===== config.mk =====
export PLATFORM = sky130hd
export DESIGN_NAME = program_loader
export DESIGN_NICKNAME = d
export VERILOG_FILES = /design/src/rtl/program_loader.sv
export SDC_FILE = /design/constraint.sdc
export NUM_CORES = 1
export LEC_CHECK = 0
export ABC_AREA = 0
export CAP_MARGIN = 20
export CORE_MARGIN = 2
export CORE_UTILIZATION = 43
export CTS_CLUSTER_SIZE = 16
export DETAILED_ROUTE_END_ITERATION = 8
export PLACE_DENSITY_LB_ADDON = 0.15
export SLEW_MARGIN = 20
export SYNTH_ARGS = -nofsm -noshare
export SYNTH_HDL_FRONTEND = slang
export SYNTH_SLANG_ARGS = --single-unit

===== constraint.sdc =====
create_clock -name clk -period 1.65 [get_ports clk]
set_input_delay 0.2475 -clock clk [delete_from_list [all_inputs] [get_ports clk]]
set_output_delay 0.2475 -clock clk [all_outputs]
set_load 0.1 [all_outputs]

===== src/rtl/program_loader.sv =====
// Program loader: takes a framed word stream (header + payload) over valid/ready and
// writes each payload word into instruction or data memory through the core's load port.
// The load port is held (loading=1) for the whole session, then done pulses once.
module program_loader #(
    parameter int unsigned ADDRESS_WIDTH = 11,
    parameter int unsigned DATA_WIDTH    = 32
) (
    input  logic                     clk,
    input  logic                     rst,
    input  logic                     start,
    input  logic                     in_valid,
    output logic                     in_ready,
    input  logic [DATA_WIDTH-1:0]    in_data,
    output logic                     loading,
    output logic                     im_cen_load,
    output logic                     im_wen_load,
    output logic                     im_oen_load,
    output logic [ADDRESS_WIDTH-1:0] im_addr_load,
    output logic [DATA_WIDTH-1:0]    im_datain_load,
    output logic                     dm_cen_load,
    output logic                     dm_wen_load,
    output logic                     dm_oen_load,
    output logic [ADDRESS_WIDTH-1:0] dm_addr_load,
    output logic [DATA_WIDTH-1:0]    dm_datain_load,
    output logic                     done,
    output logic                     error
);

    typedef enum logic [2:0] {StIdle, StHeader, StPayload, StDrain, StErr} state_e;

    // Header count/address bits that do not fit in ADDRESS_WIDTH must be zero.
    localparam logic [10:0] HighMask = ~11'((1 << ADDRESS_WIDTH) - 1);

    state_e state_q, state_d;

    logic                     target_q;
    logic                     last_q;
    logic [10:0]              remaining_q;
    logic [ADDRESS_WIDTH-1:0] addr_q;
    logic                     im_we_q, dm_we_q;
    logic [ADDRESS_WIDTH-1:0] im_addr_q, dm_addr_q;
    logic [DATA_WIDTH-1:0]    im_data_q, dm_data_q;
    logic                     done_q;

    logic        accept;
    logic        hdr_target, hdr_last, hdr_ok;
    logic [10:0] hdr_count, hdr_addr;

    assign hdr_target = in_data[31];
    assign hdr_last   = in_data[30];
    assign hdr_count  = in_data[26:16];
    assign hdr_addr   = in_data[10:0];
    assign hdr_ok     = (in_data[29:27] == 3'b000) && (in_data[15:11] == 5'b00000) &&
                        ((hdr_count & HighMask) == 11'd0) && ((hdr_addr & HighMask) == 11'd0);
    assign accept     = in_valid && in_ready;

    // State register
    always_ff @(posedge clk) begin
        if (rst) state_q <= StIdle;
        else     state_q <= state_d;
    end

    // Next-state logic
    always_comb begin
        state_d = state_q;
        unique case (state_q)
            StIdle:    if (start) state_d = StHeader;
            StHeader:  if (accept) state_d = hdr_ok ? StPayload : StErr;
            StPayload: if (accept && (remaining_q == 11'd0)) state_d = last_q ? StDrain : StHeader;
            StDrain:   state_d = StIdle;
            StErr:     if (start) state_d = StHeader;
            default:   state_d = StIdle;
        endcase
    end

    // Section bookkeeping and registered one-cycle write strobes
    always_ff @(posedge clk) begin
        if (rst) begin
            target_q    <= 1'b0;
            last_q      <= 1'b0;
            remaining_q <= '0;
            addr_q      <= '0;
            im_we_q     <= 1'b0;
            dm_we_q     <= 1'b0;
            im_addr_q   <= '0;
            dm_addr_q   <= '0;
            im_data_q   <= '0;
            dm_data_q   <= '0;
            done_q      <= 1'b0;
        end else begin
            im_we_q <= 1'b0;
            dm_we_q <= 1'b0;
            done_q  <= (state_q == StDrain);
            if ((state_q == StHeader) && accept && hdr_ok) begin
                target_q    <= hdr_target;
                last_q      <= hdr_last;
                remaining_q <= hdr_count;
                addr_q      <= hdr_addr[ADDRESS_WIDTH-1:0];
            end
            if ((state_q == StPayload) && accept) begin
                remaining_q <= remaining_q - 11'd1;
                addr_q      <= addr_q + 1'b1;  // wraps modulo 2^ADDRESS_WIDTH
                if (target_q) begin
                    dm_we_q   <= 1'b1;
                    dm_addr_q <= addr_q;
                    dm_data_q <= in_data;
                end else begin
                    im_we_q   <= 1'b1;
                    im_addr_q <= addr_q;
                    im_data_q <= in_data;
                end
            end
        end
    end

    // Outputs: decoded from state or taken straight from registers
    always_comb begin
        in_ready       = (state_q == StHeader) || (state_q == StPayload);
        loading        = (state_q == StHeader) || (state_q == StPayload) || (state_q == StDrain);
        error          = (state_q == StErr);
        done           = done_q;
        im_cen_load    = ~im_we_q;
        im_wen_load    = ~im_we_q;
        im_oen_load    = 1'b1;
        im_addr_load   = im_addr_q;
        im_datain_load = im_data_q;
        dm_cen_load    = ~dm_we_q;
        dm_wen_load    = ~dm_we_q;
        dm_oen_load    = 1'b1;
        dm_addr_load   = dm_addr_q;
        dm_datain_load = dm_data_q;
    end

endmodule


### Word level (Yosys, flattened, before mapping)

Cells that the tools add are included.

| word-level totals | value |
|---|---|
| register bits after elaboration | 116 |
| input bits | 36 |
| word-level logic and storage cells | 55 |

| operators by class | value |
|---|---|
| $add $sub $neg | 2 |
| equal/unequal tests | 7 |
| muxes and demuxes | 12 |
| bitwise operators | 4 |
| reductions and logical operators | 18 |

Operators by type and width:

| operator | count |
|---|---|
| $mux W11 | 4 |
| $mux W3 | 4 |
| $add A11 B1 Y11 const B | 1 |
| $logic_not A11 Y1 | 1 |
| $sub A11 B1 Y11 const B | 1 |
| $pmux W3 S3 | 1 |
| $eq A3 B2 Y1 const B | 2 |
| $logic_and A1 B1 Y1 | 6 |
| $logic_not A3 Y1 | 2 |
| $logic_not A5 Y1 | 1 |
| $ne A2 B2 Y1 const B | 2 |
| $not A1 Y1 | 4 |
| $reduce_and A2 Y1 | 2 |
| $reduce_or A2 Y1 | 2 |
| $eq A3 B1 Y1 const B | 1 |
| $eq A3 B3 Y1 const B | 1 |
| $reduce_and A3 Y1 | 1 |
| $logic_or A1 B1 Y1 | 2 |
| $mux W1 | 2 |
| $mux W2 | 1 |
| $ne A2 B1 Y1 const B | 1 |
| $reduce_bool A2 Y1 | 1 |

### Logic depth before layout (Yosys ltp)

| logic depth | value |
|---|---|
| depth after elaboration | 7 |
| depth in mapped cells | 7 |
| gate-level depth less buffers | 6 |

### Worst setup path after synthesis

Ideal clock, no wire load.

| timing | value |
|---|---|
| kind | register -> output |
| start point | reg state_q[1] |
| end point | out loading |
| data arrival time | 1,868 ps |
| path slack | -466 ps |
| stages on the path, launching flop included | 4 |
| path buffers | 1 |
| cells stage by stage | dfxtp_1 clkbuf_1 nor2_1 nor2_1 |

| on the way | value |
|---|---|
| cells in the longest elaborated chain, start to end | 3 |
| elaborated cells on any way between the ends | 5 |
| those cells by class | eq/ne (3); reduce/logical (2) |

RTL lines:

| what | line | source |
|---|---|---|
| from (decl) | 34 | `state_e state_q, state_d;` |
| from (signal assigned) | 59 | `if (rst) state_q <= StIdle;` |
| from (signal assigned) | 60 | `else state_q <= state_d;` |
| $eq A3 B1 Y1 / $eq A3 B2 Y1 (equally long branches) | 119 | `loading = (state_q == StHeader) \|\| (state_q == StPayload) \|\| (state_q == StDrain);` |
| $logic_or A1 B1 Y1 | 119 |  |
| $logic_or A1 B1 Y1 (*) | 119 |  |
| to (decl) | 14 | `output logic loading,` |

Mark *: on every way between the ends. The rest lies on a longest branch, timed or not.

### Worst setup path in the final report

| timing | value |
|---|---|
| start point | reg state_q[1] |
| end point | reg im_data_q[11], in the netlist im_datain_load[11] |

| on the way | value |
|---|---|
| cells in the longest elaborated chain, start to end | 5 |
| elaborated cells on any way between the ends | 6 |
| those cells by class | eq/ne (2); reduce/logical (4) |

RTL lines:

| what | line | source |
|---|---|---|
| $eq A3 B1 Y1 / $eq A3 B2 Y1 (equally long branches) | 118, 100 |  |
| $logic_or A1 B1 Y1 | 118 | `in_ready = (state_q == StHeader) \|\| (state_q == StPayload);` |
| $logic_and A1 B1 Y1 | 55 | `assign accept = in_valid && in_ready;` |
| $logic_and A1 B1 Y1 (*) | 100 | `if ((state_q == StPayload) && accept) begin` |
| $reduce_and A2 Y1 (no source line) (*) | -- |  |
| to (signal assigned) | 110 | `im_data_q <= in_data;` |
| to (decl) | 42 | `logic [DATA_WIDTH-1:0] im_data_q, dm_data_q;` |

Marks and branches as above.
A chain may end at the register's enable or synchronous reset.

==> results.json <==
{
  "power.leakage_nw": 3.16,
  "worst_setup_path_end_kind": "flip-flop",
  "die_y_um": 108,
  "antenna_found_initial": 0,
  "cts_buffers": 17,
  "area_delta_synth_final_pct": 86.8,
  "dr.pass1.iters": 5,
  "synth_top_area_cell": "dfxtp_1",
  "setup.worst_path.start": "state_q[1]$_SDFFE_PP0P_",
  "rsz0062_at_grt": "yes",
  "cp-start-kind": "flip-flop",
  "post-route-util_pct": 81.3,
  "netlist_area_um2": 4680,
  "synthTopCellsByArea": "dfxtp_1 (50%), nand2_1 (16%), a21oi_1 (10%), buf_2 (1.8%), clkbuf_1 (1.7%)",
  "gp_congestion": 0.874,
  "ys.flop_type": "dfxtp_1",
  "die_w_um": 108,
  "dieArea_um2": 11700,
  "min_path_type": "input port to flip-flop",
  "finalNetCount": 807,
  "synth_most_common_cell": "nand2_1",
  "via_per_inst": 5.58,
  "diodes": 0,
  "ios": 132,
  "drcViolationCount": 0,
  "reg2reg_from": "state_q[1]$_SDFFE_PP0P_",
  "clock-sinks": 116,
  "design_area_um2": 8740,
  "num_rows": 38,
  "cell_internal_pwr_w": 0.00568,
  "worstPathRequired_ps": 2090,
  "crit_chain": "buf_4, and4bb_2, buf_12, buf_8, nand2b_4, clkbuf_16, nand2_1, a21oi_1",
  "clk_latency_ps": 510,
  "ant_nets": 0,
  "multiInputGateArea_um2": 2450,
  "wl_per_cell_um": 19.0,
  "synth_top_area_share_pct": 49.6,
  "drive_gt1_share_pct": 38.7,
  "yosys-top-cells-count": "nand2_1 (194), dfxtp_1 (116), a21oi_1 (98)",
  "avgSynthCellArea_um2": 8.00,
  "dp_hpwl_um": 10200,
  "grt_max_degree": 39,
  "violations": "negative setup slack",
  "first_global_vias": 4761,
  "cts_tree": "done",
  "drt-total-wl_um": 17500,
  "path_class": "flip-flop to flip-flop",
  "dr.first_iter.drc_count": 375,
  "pre_cts_ws_ps": -376,
  "ff_latch_area_um2": 2330,
  "crit_path_max_incr_delay_ps": 340,
  "cap_violations": 0,
  "initial_core_util_pct": 43.5,
  "slew_viol_final": 0,
  "clockRootBuffer": "clkbuf_8",
  "clock_path_buffers": 2,
  "num_vias": 5138,
  "fmax_ghz": 0.572,
  "placedCellCount": 866,
  "min_from": "rst",
  "run_status": "finished with violations",
  "pwr-share-seq_pct": 38.7,
  "p_clk_share_pct": 52.7,
  "io_buffers": 129,
  "final_cells": 920,
  "async_flop_share_pct": 0,
  "htree_levels": 4,
  "setup_slack_ps": -98.7,
  "reg2reg_depth": 8,
  "powerDensity_nw_per_um2": 836,
  "synth_edf_count": 0,
  "fin_crit_sh_pct": 106,
  "hold_viol_final": 0,
  "ys_warn_count": 0,
  "cp_slowest_cell": "dfxtp_4",
  "worst-path-max-fanout": 12,
  "ys_ff_latch": 116,
  "ys_seq_area_share_pct": 49.6,
  "p_switching_w": 0.00163,
  "crit_arrival_ps": 2180,
  "peakVddDrop_mv": 0.554,
  "synthCells": 585,
  "clkSlewWorstSetupHoldPaths_ps": 60,
  "setup_viol": 87,
  "power_frac_comb_pct": 8.6,
  "place_area_um2": 7390,
  "grtUsageTotal_pct": 25.8,
  "grt_first_pass_wirelength_um": 23500,
  "period_minus_slack_ps": 1750,
  "power_switching_share_pct": 22.3,
  "fin_skew_ps": 7.45,
  "synth_cell_types": 52,
  "nFillCells": 661,
  "hold_depth": 2,
  "overflow": 0,
  "design.core.area_um2": 10700
}
-- power by group through the flow --
stage | Combinational, W | Sequential (W) | Clock (W)
global placement | 0.000532 | 0.00288 | 0
finish | 0.000630 | 0.00283 | 0.00385
floorplan | 0.000282 | 0.00288 | 0
global route | 0.000653 | 0.00283 | 0.00401
detailed placement | 0.000542 | 0.00288 | 0
CTS | 0.000597 | 0.00282 | 0.00389
-- critical path, delay by kind of cell, from the launching register on --
kind	cells	cell delay [ps]
buffers and inverters	4	650
flip-flops	1	340
AO/OA/AOI/OAI	1	170
AND/OR/NAND/NOR	3	510
-- what timing repair did --
item | CTS | global route
pin swaps | 1 | 37
hold buffers | 0 | 0
setup buffers | 7 | 5
setup endpoints to repair | 6 | 90
cloned | 0 | 14
resized for setup | 22 | 86
-- registers in the layout, indices dropped and copies added, names as in the netlist --
signal          flops
remaining_q        11
last_q              1
dm_addr_load       11
target_q            1
dm_datain_load     32
im_datain_load     32
im_we_q             1
im_addr_load       11
state_q             3
done                1
addr_q             11
dm_we_q             1
-- routing by layer --
| metal | global-route usage [%] | vias to the layer above | wire length (µm) | part of all wire (%) |
|---|---|---|---|---|
| met3 | 6.21 | 44 | 1480 | 8.4 |
| met2 | 46.1 | 252 | 9060 | 52 |
| li1 | - | 2367 | - | - |
| met1 | 29.3 | 2475 | 6430 | 37 |
| met5 | 0 | - | 0 | 0 |
| met4 | 10.5 | 0 | 512 | 2.9 |
-- cell usage in the layout, fill, tap and decap left out, types with 3 or more instances in the layout --
master             n
dfxtp_1          111
dfxtp_2            4
a31oi_1            8
or3_1              9
a21oi_1           70
nor2b_1            3
nand2b_1           7
buf_6              8
o211ai_1           4
a2bb2oi_1          4
nor2_1            12
nand4_1            4
nand3_1            8
nand2_1          161
clkinv_2           3
o22ai_1            3
o21ai_0            3
inv_1              3
o21ai_1            3
nor3_1             4
clkbuf_16         26
clkdlybuf4s50_1   34
nand2_2           32
a21oi_2           28
bufinv_16          4
buf_8              3
and2_4             3
clkbuf_8           5
buf_4             53
buf_12           101
-- stage by stage --
step	hold slack, ps	TNS, ps	total power, W
floorplan	383	-12.3	0.00316
global placement	455	-25080	0.00342
detailed placement	463	-29260	0.00343
CTS	154	-258	0.00731
global route	201	-5610	0.00749
finish	197	-2350	0.00731
-- final timing paths --
path / end / slack [ps]
setup reg to reg: im_datain_load[11]$_SDFFE_PP0P_ / -100
hold reg to reg: im_addr_load[1]$_SDFFE_PP0P_ / 490
hold / removal: dm_addr_load[10]$_SDFFE_PP0P_ / 200
setup / recovery: im_datain_load[11]$_SDFFE_PP0P_ / -100
-- logic make-up (layout without fill, tap and decap cells) --
family | Yosys count | in the layout | share of synthesized area [%]
AND/OR/NAND/NOR | 269 | 270 | 25.8
AO/OA/AOI/OAI | 143 | 143 | 18.1
flip-flops | 116 | 116 | 49.6
buffers and inverters | 51 | 244 | 5.08
multiplexers | 3 | 3 | 0.695
adder cells (fa/ha/maj) | 2 | 2 | 0.535
other | 1 | 2 | 0.0802
-- final cells by class --
class | instances | area share (%)
clock buffer | 21 | 5.37
timing repair buffer | 209 | 36.0
tap | 140 | 2.00
multi-input combinational | 420 | 28.0
inverter | 5 | 0.215
clock inverter | 9 | 1.73
sequential | 116 | 26.7
Note: power is estimated with default switching activity, not from simulation.
